### config.mk
export PLATFORM = sky130hd
export DESIGN_NAME = wishbone_interconnect_sync
export DESIGN_NICKNAME = d
export VERILOG_FILES = /design/src/rtl/wishbone_interconnect_sync.sv
export SDC_FILE = /design/constraint.sdc
export NUM_CORES = 1
export LEC_CHECK = 0
export CORE_UTILIZATION = 34
export CTS_CLUSTER_DIAMETER = 100
export CTS_CLUSTER_SIZE = 20
export DETAILED_ROUTE_END_ITERATION = 8
export PLACE_DENSITY_LB_ADDON = 0.3
export SLEW_MARGIN = 20
export SYNTH_ARGS = -nofsm -noshare
export SYNTH_HDL_FRONTEND = slang
export SYNTH_SLANG_ARGS = --single-unit
### constraint.sdc
create_clock -name wb_clk -period 1.5 [get_ports wb_clk]
set_input_delay 0.225 -clock wb_clk [delete_from_list [all_inputs] [get_ports wb_clk]]
set_output_delay 0.225 -clock wb_clk [all_outputs]
set_load 0.005 [all_outputs]
### src/rtl/wishbone_interconnect_sync.sv
// Single-controller Wishbone classic interconnect with registered routing,
// unmapped-address error, ack timeout and abort on dropped cyc.
module wishbone_interconnect_sync #(
    parameter int PERIPH_NUM    = 4,
    parameter int DATA_W        = 32,
    parameter int ADDR_W        = 16,
    parameter int PERIPH_ADDR_W = 4,
    parameter int TIMEOUT       = 255
) (
    input  logic                         wb_clk,
    input  logic                         wb_rst,
    input  logic                         wbc_cyc,
    input  logic                         wbc_stb,
    input  logic                         wbc_we,
    input  logic [ADDR_W-1:0]            wbc_adr,
    input  logic [DATA_W/8-1:0]          wbc_sel,
    input  logic [DATA_W-1:0]            wbc_dat_c,
    output logic [DATA_W-1:0]            wbc_dat_p,
    output logic                         wbc_ack,
    output logic                         wbc_err,
    output logic [PERIPH_NUM-1:0]        wbp_cyc,
    output logic [PERIPH_NUM-1:0]        wbp_stb,
    output logic                         wbp_we,
    output logic [PERIPH_ADDR_W-1:0]     wbp_adr,
    output logic [DATA_W/8-1:0]          wbp_sel,
    output logic [DATA_W-1:0]            wbp_dat_c,
    input  logic [PERIPH_NUM*DATA_W-1:0] wbp_dat_p,
    input  logic [PERIPH_NUM-1:0]        wbp_ack
);

    localparam int IDX_W  = ADDR_W - PERIPH_ADDR_W;
    localparam int PIDX_W = (PERIPH_NUM > 1) ? $clog2(PERIPH_NUM) : 1;
    localparam logic [15:0] CNT_LAST = 16'(TIMEOUT - 1);

    typedef enum logic [1:0] {
        IDLE,
        ACTIVE,
        RESPOND,
        ERROR
    } state_t;

    state_t              state_q;
    state_t              state_d;
    logic [PIDX_W-1:0]   idx_q;
    logic [15:0]         cnt_q;
    logic [IDX_W-1:0]    req_idx;
    logic                req;
    logic                req_hit;
    logic                sel_ack;
    logic                timeout;
    logic [DATA_W-1:0]   sel_dat;

    assign req     = wbc_cyc && wbc_stb;
    assign req_idx = wbc_adr[ADDR_W-1:PERIPH_ADDR_W];
    assign req_hit = 32'(req_idx) < 32'(PERIPH_NUM);
    assign timeout = (cnt_q == CNT_LAST);

    // Only the latched peripheral may respond; others are never looked at.
    always_comb begin
        sel_ack = 1'b0;
        sel_dat = '0;
        for (int i = 0; i < PERIPH_NUM; i++) begin
            if (idx_q == PIDX_W'(i)) begin
                sel_ack = wbp_ack[i];
                sel_dat = wbp_dat_p[i*DATA_W +: DATA_W];
            end
        end
    end

    always_ff @(posedge wb_clk) begin
        if (wb_rst) begin
            state_q <= IDLE;
        end else begin
            state_q <= state_d;
        end
    end

    always_comb begin
        state_d = state_q;
        unique case (state_q)
            IDLE: begin
                if (req) begin
                    state_d = req_hit ? ACTIVE : ERROR;
                end
            end
            ACTIVE: begin
                if (!wbc_cyc) begin
                    state_d = IDLE;
                end else if (sel_ack) begin
                    state_d = RESPOND;
                end else if (timeout) begin
                    state_d = ERROR;
                end
            end
            RESPOND: state_d = IDLE;
            ERROR:   state_d = IDLE;
            default: state_d = IDLE;
        endcase
    end

    // Request attributes are frozen at acceptance so the peripheral
    // sees stable values even if the controller changes its bus.
    always_ff @(posedge wb_clk) begin
        if (wb_rst) begin
            idx_q     <= '0;
            cnt_q     <= '0;
            wbp_we    <= 1'b0;
            wbp_adr   <= '0;
            wbp_sel   <= '0;
            wbp_dat_c <= '0;
            wbc_dat_p <= '0;
        end else begin
            if (state_q == IDLE && req && req_hit) begin
                idx_q     <= PIDX_W'(req_idx);
                cnt_q     <= '0;
                wbp_we    <= wbc_we;
                wbp_adr   <= wbc_adr[PERIPH_ADDR_W-1:0];
                wbp_sel   <= wbc_sel;
                wbp_dat_c <= wbc_dat_c;
            end
            if (state_q == ACTIVE) begin
                cnt_q <= cnt_q + 16'd1;
            end
            if (state_q == ACTIVE && wbc_cyc && sel_ack) begin
                wbc_dat_p <= sel_dat;
            end
        end
    end

    always_comb begin
        wbp_cyc = '0;
        wbc_ack = 1'b0;
        wbc_err = 1'b0;
        unique case (state_q)
            ACTIVE:  wbp_cyc[idx_q] = 1'b1;
            RESPOND: wbc_ack = 1'b1;
            ERROR:   wbc_err = 1'b1;
            default: ;
        endcase
    end

    assign wbp_stb = wbp_cyc;

endmodule
==> flow_summary.toml, run 1 <==
[sta]
achievable-frequency_ghz = 0.623
tightestPinTransition_ns = 0.445
hold_viol_final = 0
skew_ns = 0.00974
rsz0062_at_grt = "yes"
fin_tns_setup_ns = -3.62
setup-violations-final = 74
post_route_clock_period_utilization_pct = 107
setup_slack_ns = -0.105
final_critical_delay_including_setup_and_external_delays_ns = 1.61
max_slew_margin_pct = 70.3
final_max_slew_viol_count = 0

[clock_tree]
hold_fix_buffers_at_cts = 0
clock_insertion_delay_worst_skew_ns = 0.35
clk_pin_slew_ns = 0.07
maximum_root_to_sink_buffer_count = 2
cts_inserted_buffers = 9
sink_count = 93
cts-root-buf = "sky130_fd_sc_hd__clkbuf_16"
tritoncts = "built"
htree_num_levels = 3

[die]
core_area_mm2 = 0.0128
dieWidth_um = 117
chipHeight_um = 117
io_pins = 272
initial_utilization_pct = 35.3
floorplan.die_area_mm2 = 0.0137
core.rowCount = 41

[logic_synthesis]
synth_ff_type = "sky130_fd_sc_hd__dfxtp_1"
synth_seq_area_share_pct = 41.3
synthCells = 503
largest_family_of_logic_cells_by_synthesized_area = "simple AND/OR/NAND/NOR gates"
xor_xnor_share_of_the_synthesized_area_pct = 0.194
syn_area_per_cell_um2 = 8.96
synth_compound_gate_area_share_pct = 12.4
yosys.area_share.adder_pct = 0.555
synth_mux_area_share_pct = 16.7
summed_instance_area_of_the_synthesized_netlist_mm2 = 0.00451
yosys.area_share.simple_pct = 22.5
synth_seq_cells = 93
yosysUniqueCellTypes = 49
synth_edf_count = 0
postSynthNetCount = 694
async_reset_ff_share_pct = 0
number_of_warnings_reported_in_the_yosys_synthesis_log = 0

[cells_and_area]
final_layout_size_suffix_gt1_share_pct = 28.5
stdcell_count = 979
area_delta_synth_final_pct = 91.3
num-nets-final = 993
fillerInstances = 982
diodes = 0

[setup_path]
critical_path_peak_fanout = 8
critical_path_required_ns = 1.78
sequence_of_cells_on_the_critical_path = "mux4_2 > nand3_4 > clkbuf_16 > nand2_1 > a21oi_1"
timing_worst_setup_path_type = "reg -> reg"
startpoint = "idx_q[0]"
worstSetupEndpointType = "flop"
critical-path-slowest-cell = "sky130_fd_sc_hd__mux4_2"
worstReg2RegStart = "idx_q[0]"
startpoint_type = "flop"
critical_path.max_stage_delay_ns = 0.56
critical_path_arrival_ns = 1.88

[routing]
highest-signal-layer = "met4"
via_count = 5020
viasPerCell = 5.13
detailedRoute.firstPassIterationCount = 4
drc_errors = 0
wl_per_cell_um = 18.1
detailroute.wirelength.met2_um = 9040
route.final.wire_length_um = 17800
detailroute.wirelength.met3_um = 1120
drtAntennaViolNets = 0
drt-met1-wl_um = 7080
drtIter0Drc = 193

[place]
io_buffers = 271
post-dp-hpwl_um = 12300
globalplace.congestion = 0.845
dpl.cell_count = 941

[pwr]
fin_total_pwr_mw = 5.54
powerDensity_mw_per_mm2 = 642
power.leakage_nw = 3.07
vdd_drop_max_v = 0.000466

[global_route]
globalRoute.totalOverflow = 0
via_count_of_the_first_global_routing_pass = 4841
wire_length_of_the_first_global_routing_pass_um = 24300
global_route.usage.total_pct = 23.7
grt_max_degree = 32
antenna_found_initial = 0

[min_path]
min_path_type = "in -> reg"
timing.hold.worst.start = "wb_rst"

[run]
max_cap_viol_count = 0

[outcome]
failed_checks = "negative setup slack"
status = "finished with violations"
critical path, delay by kind of cell (launching register included):
family                 cells  cell delay [ns]
flip-flops                 1             0.37
multiplexers               1             0.56
AO/OA/AOI/OAI              1             0.14
AND/OR/NAND/NOR            2             0.26
buffers and inverters      1             0.20
layout by cell type (no fill, tap or decap), types with 15 or more instances in the layout:
| cell type | count |
|---|---|
| sky130_fd_sc_hd__clkdlybuf4s50_1 | 252 |
| sky130_fd_sc_hd__a21oi_1 | 48 |
| sky130_fd_sc_hd__mux4_2 | 33 |
| sky130_fd_sc_hd__a21oi_2 | 36 |
| sky130_fd_sc_hd__nand2_2 | 29 |
| sky130_fd_sc_hd__nand2_4 | 17 |
| sky130_fd_sc_hd__dfxtp_1 | 88 |
| sky130_fd_sc_hd__buf_4 | 31 |
| sky130_fd_sc_hd__nand2_1 | 119 |
| sky130_fd_sc_hd__buf_6 | 15 |
cells in the mapped netlist (2+ instances only):
cell type,instances,area (um^2)
sky130_fd_sc_hd__dfxtp_1,93,1860
sky130_fd_sc_hd__o211ai_1,4,30.0
sky130_fd_sc_hd__buf_6,3,33.8
sky130_fd_sc_hd__or4_1,2,15.0
sky130_fd_sc_hd__nor2b_1,2,12.5
sky130_fd_sc_hd__a21oi_1,84,420
sky130_fd_sc_hd__nand4_1,6,37.5
sky130_fd_sc_hd__buf_2,12,60.1
sky130_fd_sc_hd__buf_4,11,82.6
sky130_fd_sc_hd__a31oi_1,5,31.3
sky130_fd_sc_hd__and2_1,5,31.3
sky130_fd_sc_hd__a311oi_1,3,26.3
sky130_fd_sc_hd__and3_1,3,18.8
sky130_fd_sc_hd__nor4_2,2,25.0
sky130_fd_sc_hd__ha_1,2,25.0
sky130_fd_sc_hd__nand2_2,2,12.5
sky130_fd_sc_hd__clkbuf_1,15,56.3
sky130_fd_sc_hd__and3b_1,2,17.5
sky130_fd_sc_hd__clkbuf_8,2,27.5
sky130_fd_sc_hd__nand3_1,11,55.1
sky130_fd_sc_hd__nand2_1,163,612
sky130_fd_sc_hd__nor2_1,6,22.5
sky130_fd_sc_hd__nor3_1,5,25.0
sky130_fd_sc_hd__or3_1,3,18.8
sky130_fd_sc_hd__mux4_2,33,743
path summary, 6_finish.rpt:
kind,end,slack [ns],depth (start not counted)
hold reg to reg,wbc_dat_p[10],0.45,2
hold / removal,cnt_q[1],0.23,2
setup reg to reg,wbc_dat_p[3],-0.11,5
setup / recovery,wbc_dat_p[3],-0.11,5
cells by family (layout without fill, tap and decap cells):
group                      Yosys count  count (layout)
xor gates and xnor gates             1               1
AOI/OAI and AO/OA                  102             102
buffers and inverters               46             350
adders and majority gates            2               2
DFF                                 93              93
and+or+nand+nor                    225             225
muxes                               34              34
metrics by stage:
step	utilization, %	hold slack [ns]	setup WS (ns)	instance area [um^2]
after floorplan	-	0.358	0.00756	4540
after global placement	58.8	0.438	-0.448	7510
after detailed placement	58.8	0.443	-0.515	7510
after CTS	64.6	0.226	-0.0954	8260
after global routing	67.5	0.256	-0.150	8620
final	67.5	0.233	-0.105	8620
registers in the layout, indices dropped and copies added, names as in the netlist:
signal     count
wbp_sel        4
wbp_dat_c     32
wbc_dat_p     32
wbp_adr        4
wbp_we         1
state_q        2
cnt_q         16
idx_q          2
report_power, final:
part	total, mW	switching (mW)	internal (mW)
Sequential	2.49	0.0114	2.48
Combinational	0.822	0.244	0.578
Clock	2.22	1.06	1.17
final cells by class:
type                       instances  area, um^2  share of cell area, %
timing repair buffer             333        3450                   40.0
clock inverter                     7        62.6                  0.726
multi-input combinational        364        2790                   32.4
clock buffer                       9         225                   2.61
tap                              172         215                   2.50
sequential                        93        1870                   21.7
inverter                           1        3.75                 0.0435
metal layers:
layer | vias up | global-route usage, %
li1 | 2375 | -
met1 | 2418 | 28.8
met2 | 193 | 40.6
met3 | 34 | 4.58
met4 | 0 | 10.7
met5 | - | 0
what timing repair did:
action,CTS,global route
resized for setup,111,93
pin swaps,42,76
setup buffers,12,5
cloned,6,2
endpoints found under the setup margin,98,98
(Power assumes the default switching activity.)
==> run 2, diff against run 1 <==
- MAX_ROUTING_LAYER: unset -> met4
==> flow_summary.toml, run 2 (synthesis gave the netlist of run 1 again) <==
[sta]
achievable-frequency_ghz = 0.622
max_slew_margin_pct = 69.9
fin_tns_setup_ns = -3.75
final_critical_delay_including_setup_and_external_delays_ns = 1.61
hold_viol_final = 0
final_max_slew_viol_count = 0
rsz0062_at_grt = "yes"
setup-violations-final = 74
tightestPinTransition_ns = 0.451
post_route_clock_period_utilization_pct = 107
setup_slack_ns = -0.108
skew_ns = 0.0104

[setup_path]
reg2reg_depth = 5
sequence_of_cells_on_the_critical_path = "mux4_2 > nand3_4 > clkbuf_16 > nand2_2 > a21oi_2"
critical_path_arrival_ns = 1.88
critical_path.max_stage_delay_ns = 0.57
startpoint_type = "flop"
critical_path_required_ns = 1.77
timing_worst_setup_path_type = "reg -> reg"
worstSetupEndpointType = "flop"
critical-path-slowest-cell = "sky130_fd_sc_hd__mux4_2"
critical_path_peak_fanout = 8

[clock_tree]
clock_insertion_delay_worst_skew_ns = 0.35
maximum_root_to_sink_buffer_count = 2
cts_inserted_buffers = 9
hold_fix_buffers_at_cts = 0
clk_pin_slew_ns = 0.07
tritoncts = "built"
cts-root-buf = "sky130_fd_sc_hd__clkbuf_16"
sink_count = 93
htree_num_levels = 3

[routing]
route.final.wire_length_um = 17700
detailedRoute.firstPassIterationCount = 5
drtAntennaViolNets = 0
drc_errors = 0
via_count = 5042
viasPerCell = 5.15
drtIter0Drc = 210
wl_per_cell_um = 18.1

[cells_and_area]
area_delta_synth_final_pct = 91.6
multiInputGateArea_mm2 = 0.00281
top_registers = "wbc_dat_p x32, wbp_dat_c x32, cnt_q x16"
post-route-util_pct = 67.6
final_layout_size_suffix_gt1_share_pct = 28.9
fillerInstances = 981
num-nets-final = 993
mostFrequentLayoutCell = "sky130_fd_sc_hd__clkdlybuf4s50_1"
layout.cells.most_common_list = "sky130_fd_sc_hd__clkdlybuf4s50_1 (252), sky130_fd_sc_hd__nand2_1 (119), sky130_fd_sc_hd__dfxtp_1 (88), sky130_fd_sc_hd__a21oi_1 (45), sky130_fd_sc_hd__a21oi_2 (39)"
area.sequential_mm2 = 0.00187
diodes = 0

[die]
core.rowCount = 41
core_area_mm2 = 0.0128
io_pins = 272
dieWidth_um = 117
chipHeight_um = 117
initial_utilization_pct = 35.3
floorplan.die_area_mm2 = 0.0137

[pwr]
cellInternalPower_mw = 4.22
pwr-share-comb_pct = 14.8
vdd_drop_max_v = 0.000466
netSwitchingFraction_pct = 23.8
powerDensity_mw_per_mm2 = 642
clockPowerShare_pct = 40.2
power.switching_mw = 1.32
power.leakage_nw = 3.07
share_seq_of_total_power_pct = 44.9

[min_path]
min_path_type = "in -> reg"
timing.hold.worst_path_depth = 2

[global_route]
via_count_of_the_first_global_routing_pass = 4855
grt_max_degree = 32
global_route.usage.total_pct = 24.3
wire_length_of_the_first_global_routing_pass_um = 24200
antenna_found_initial = 0
globalRoute.totalOverflow = 0

[place]
io_buffers = 271
globalplace.congestion = 0.859
post-dp-hpwl_um = 12300

[run]
max_cap_viol_count = 0

[outcome]
failed_checks = "negative setup slack"
status = "finished with violations"
## run 2: cell count changes in the layout (fill, tap and decap cells not counted)
cell / change
sky130_fd_sc_hd__a21oi_1: -3
sky130_fd_sc_hd__a21oi_2: +3
## run 2: final timing paths
path	startpoint	end	slack (ns)
min	wb_rst	cnt_q[1]	0.24
min reg2reg	wbc_dat_p[10]	wbc_dat_p[10]	0.45
max	idx_q[0]	wbc_dat_p[21]	-0.11
max reg2reg	idx_q[0]	wbc_dat_p[21]	-0.11
## run 2: what timing repair did
| item | CTS | global route |
|---|---|---|
| cloned | 6 | 2 |
| pin swaps | 42 | 75 |
| endpoints found under the setup margin | 98 | 98 |
| resized for setup | 111 | 96 |
| setup buffers | 12 | 5 |
## run 2: cell type report
| type | count | share of cell area [%] |
|---|---|---|
| sequential | 93 | 21.7 |
| timing repair buffer | 333 | 39.9 |
| clock inverter | 7 | 0.725 |
| multi-input combinational | 364 | 32.5 |
| inverter | 1 | 0.0435 |
| clock buffer | 9 | 2.61 |
| tap | 172 | 2.49 |
## run 2: through the flow
step,setup slack [ns],total power [mW],instances,hold slack [ns],instance area [um^2]
final,-0.108,5.55,979,0.235,8630
after global routing,-0.145,5.74,979,0.258,8630
after CTS,-0.0954,5.55,975,0.226,8260
after detailed placement,-0.515,3.29,941,0.443,7510
after global placement,-0.448,3.27,941,0.438,7510
after floorplan,0.00756,2.72,503,0.358,4540
## run 2: metal layers
metal	routed length [um]	GRT usage, %	vias up
met2	8980	40.6	201
met1	7230	29.0	2433
met4	493	11.0	0
met5	0	-	-
li1	-	-	2374
met3	1050	3.96	34
## run 2: worst max-delay path: cells and delay by family (launching register included)
family / cells / cell delay [ns]
buf+inv: 1 / 0.20
compound gates: 1 / 0.13
mux: 1 / 0.57
flops: 1 / 0.37
simple gates: 2 / 0.27
## run 2: power by group through the flow
stage               Clock [mW]  Combinational (mW)  Sequential (mW)
CTS                       2.28               0.774             2.49
finish                    2.23               0.823             2.49
detailed placement           0               0.737             2.55
floorplan                    0               0.167             2.55
global placement             0               0.726             2.55
global route              2.38               0.867             2.49
==> run 3, diff against run 2 <==
- SKIP_CTS_REPAIR_TIMING: unset -> 1
==> flow_summary.toml, run 3 (synthesis gave the netlist of run 1 again) <==
[cells_and_area]
layout.cells.most_common_list = "sky130_fd_sc_hd__clkdlybuf4s50_1 (252), sky130_fd_sc_hd__nand2_1 (95), sky130_fd_sc_hd__dfxtp_1 (87), sky130_fd_sc_hd__a21oi_2 (51), sky130_fd_sc_hd__nand2_4 (44)"
area.sequential_mm2 = 0.00188
mostFrequentLayoutCell = "sky130_fd_sc_hd__clkdlybuf4s50_1"
area_delta_synth_final_pct = 99.4
final_layout_size_suffix_gt1_share_pct = 33.5
post-route-util_pct = 70.3
top_registers = "wbc_dat_p x32, wbp_dat_c x32, cnt_q x16"
diodes = 0
multiInputGateArea_mm2 = 0.00311
stdcell_count = 977
post_layout_inst_area_mm2 = 0.00898
num-nets-final = 991
fillerInstances = 903

[global_route]
grt_util_met1_pct = 26.9
grt_max_degree = 33
antenna_found_initial = 0
via_count_of_the_first_global_routing_pass = 4620
grt.busiest_layer = "met2"
global_route.usage.total_pct = 22.4
gr_util_met3_pct = 3.45
globalRoute.totalOverflow = 0
wire_length_of_the_first_global_routing_pass_um = 22700
grt_util_met2_pct = 37.5

[pwr]
clockPowerShare_pct = 40.1
vdd_drop_max_v = 0.000475
fin_total_pwr_mw = 5.60
share_seq_of_total_power_pct = 44.5
powerDensity_mw_per_mm2 = 623
power.leakage_nw = 3.45
cellInternalPower_mw = 4.23
netSwitchingFraction_pct = 24.4
power.switching_mw = 1.37
pwr-share-comb_pct = 15.4

[die]
initial_utilization_pct = 35.3
io_pins = 272
floorplan.die_area_mm2 = 0.0137
core_area_mm2 = 0.0128
chipHeight_um = 117
core.rowCount = 41
dieWidth_um = 117

[sta]
setup_slack_ns = -0.107
hold_viol_final = 0
rsz0062_at_grt = "yes"
hold_slack_ns = 0.226
fin_tns_setup_ns = -6.09
achievable-frequency_ghz = 0.622
post_route_clock_period_utilization_pct = 107
tightestPinTransition_ns = 0.484
max_slew_margin_pct = 67.7
final_max_slew_viol_count = 0
skew_ns = 0.00941
final_critical_delay_including_setup_and_external_delays_ns = 1.61
setup-violations-final = 88

[setup_path]
worstSetupEndpointType = "flop"
critical-path-slowest-cell = "sky130_fd_sc_hd__and4_4"
sequence_of_cells_on_the_critical_path = "buf_6 > nor3_2 > buf_4 > and4_4 > clkbuf_16 > nand2_4 > a21oi_2"
critical_path_required_ns = 1.79
critical_path_arrival_ns = 1.89
startpoint_type = "flop"
timing_worst_setup_path_type = "reg -> reg"
critical_path_peak_fanout = 8
critical_path.max_stage_delay_ns = 0.37

[clock_tree]
cts_inserted_buffers = 9
maximum_root_to_sink_buffer_count = 2
clk_pin_slew_ns = 0.07
cts-root-buf = "sky130_fd_sc_hd__clkbuf_16"
sink_count = 93
clock_insertion_delay_worst_skew_ns = 0.35
tritoncts = "built"
htree_num_levels = 3

[min_path]
min_path_type = "in -> reg"

[run]
max_cap_viol_count = 0

[routing]
drtIter0Drc = 237
viasPerCell = 5.20
route.final.wire_length_um = 18500
wl_per_cell_um = 18.9
detailedRoute.firstPassIterationCount = 4
via_count = 5085
drc_errors = 0
drtAntennaViolNets = 0

[outcome]
status = "finished with violations"
failed_checks = "negative setup slack"

[place]
placement.setup.worst_slack_ns = -0.515
post-dp-hpwl_um = 12300
placement.cell_area_mm2 = 0.00751
globalplace.congestion = 0.859
io_buffers = 271
dpl.cell_count = 941
==> run 3: cell types whose count changed in the layout (fill, tap and decap cells not counted), sizes merged <==
cell,delta
dlygate4sd2,-8
buf,-15
dlymetal6s2s,+13
clkbuf,+8
==> run 3: worst max-delay path, delay by kind of cell (launching register included) <==
family	cells	cell delay (ns)
and+or+nand+nor	3	0.54
buffers and inverters	3	0.53
DFF	1	0.36
AOI/OAI and AO/OA	1	0.11
==> run 3: worst paths after layout <==
kind / start / endpoint / slack (ns) / cells after the start
worst min-delay path: wb_rst / cnt_q[1] / 0.23 / 2
worst max register to register: state_q[0] / wbp_dat_c[24] / -0.11 / 7
worst min register to register: wbc_dat_p[30] / wbc_dat_p[30] / 0.46 / 2
worst max-delay path: state_q[0] / wbp_dat_c[24] / -0.11 / 7
==> run 3: final cells by class <==
| cell class | instances | share of cell area [%] |
|---|---|---|
| Timing Repair Buffer | 331 | 38.8 |
| Clock inverter | 7 | 0.696 |
| Inverter | 1 | 0.0418 |
| Sequential cell | 93 | 20.9 |
| Clock buffer | 9 | 2.51 |
| Multi-Input combinational cell | 364 | 34.6 |
| Tap cell | 172 | 2.40 |
==> run 3: power by group through the flow <==
stage	logic [mW]	clock network [mW]	registers, mW
after floorplan	0.167	0	2.55
after global placement	0.726	0	2.55
after detailed placement	0.737	0	2.55
after CTS	0.744	2.28	2.49
after global routing	0.905	2.38	2.49
final	0.864	2.24	2.49
==> run 3: metal layers <==
layer	up-vias	part of all wire, %
li1	2367	-
met3	30	7.1
met4	0	3.0
met1	2459	39
met2	229	51
met5	-	0
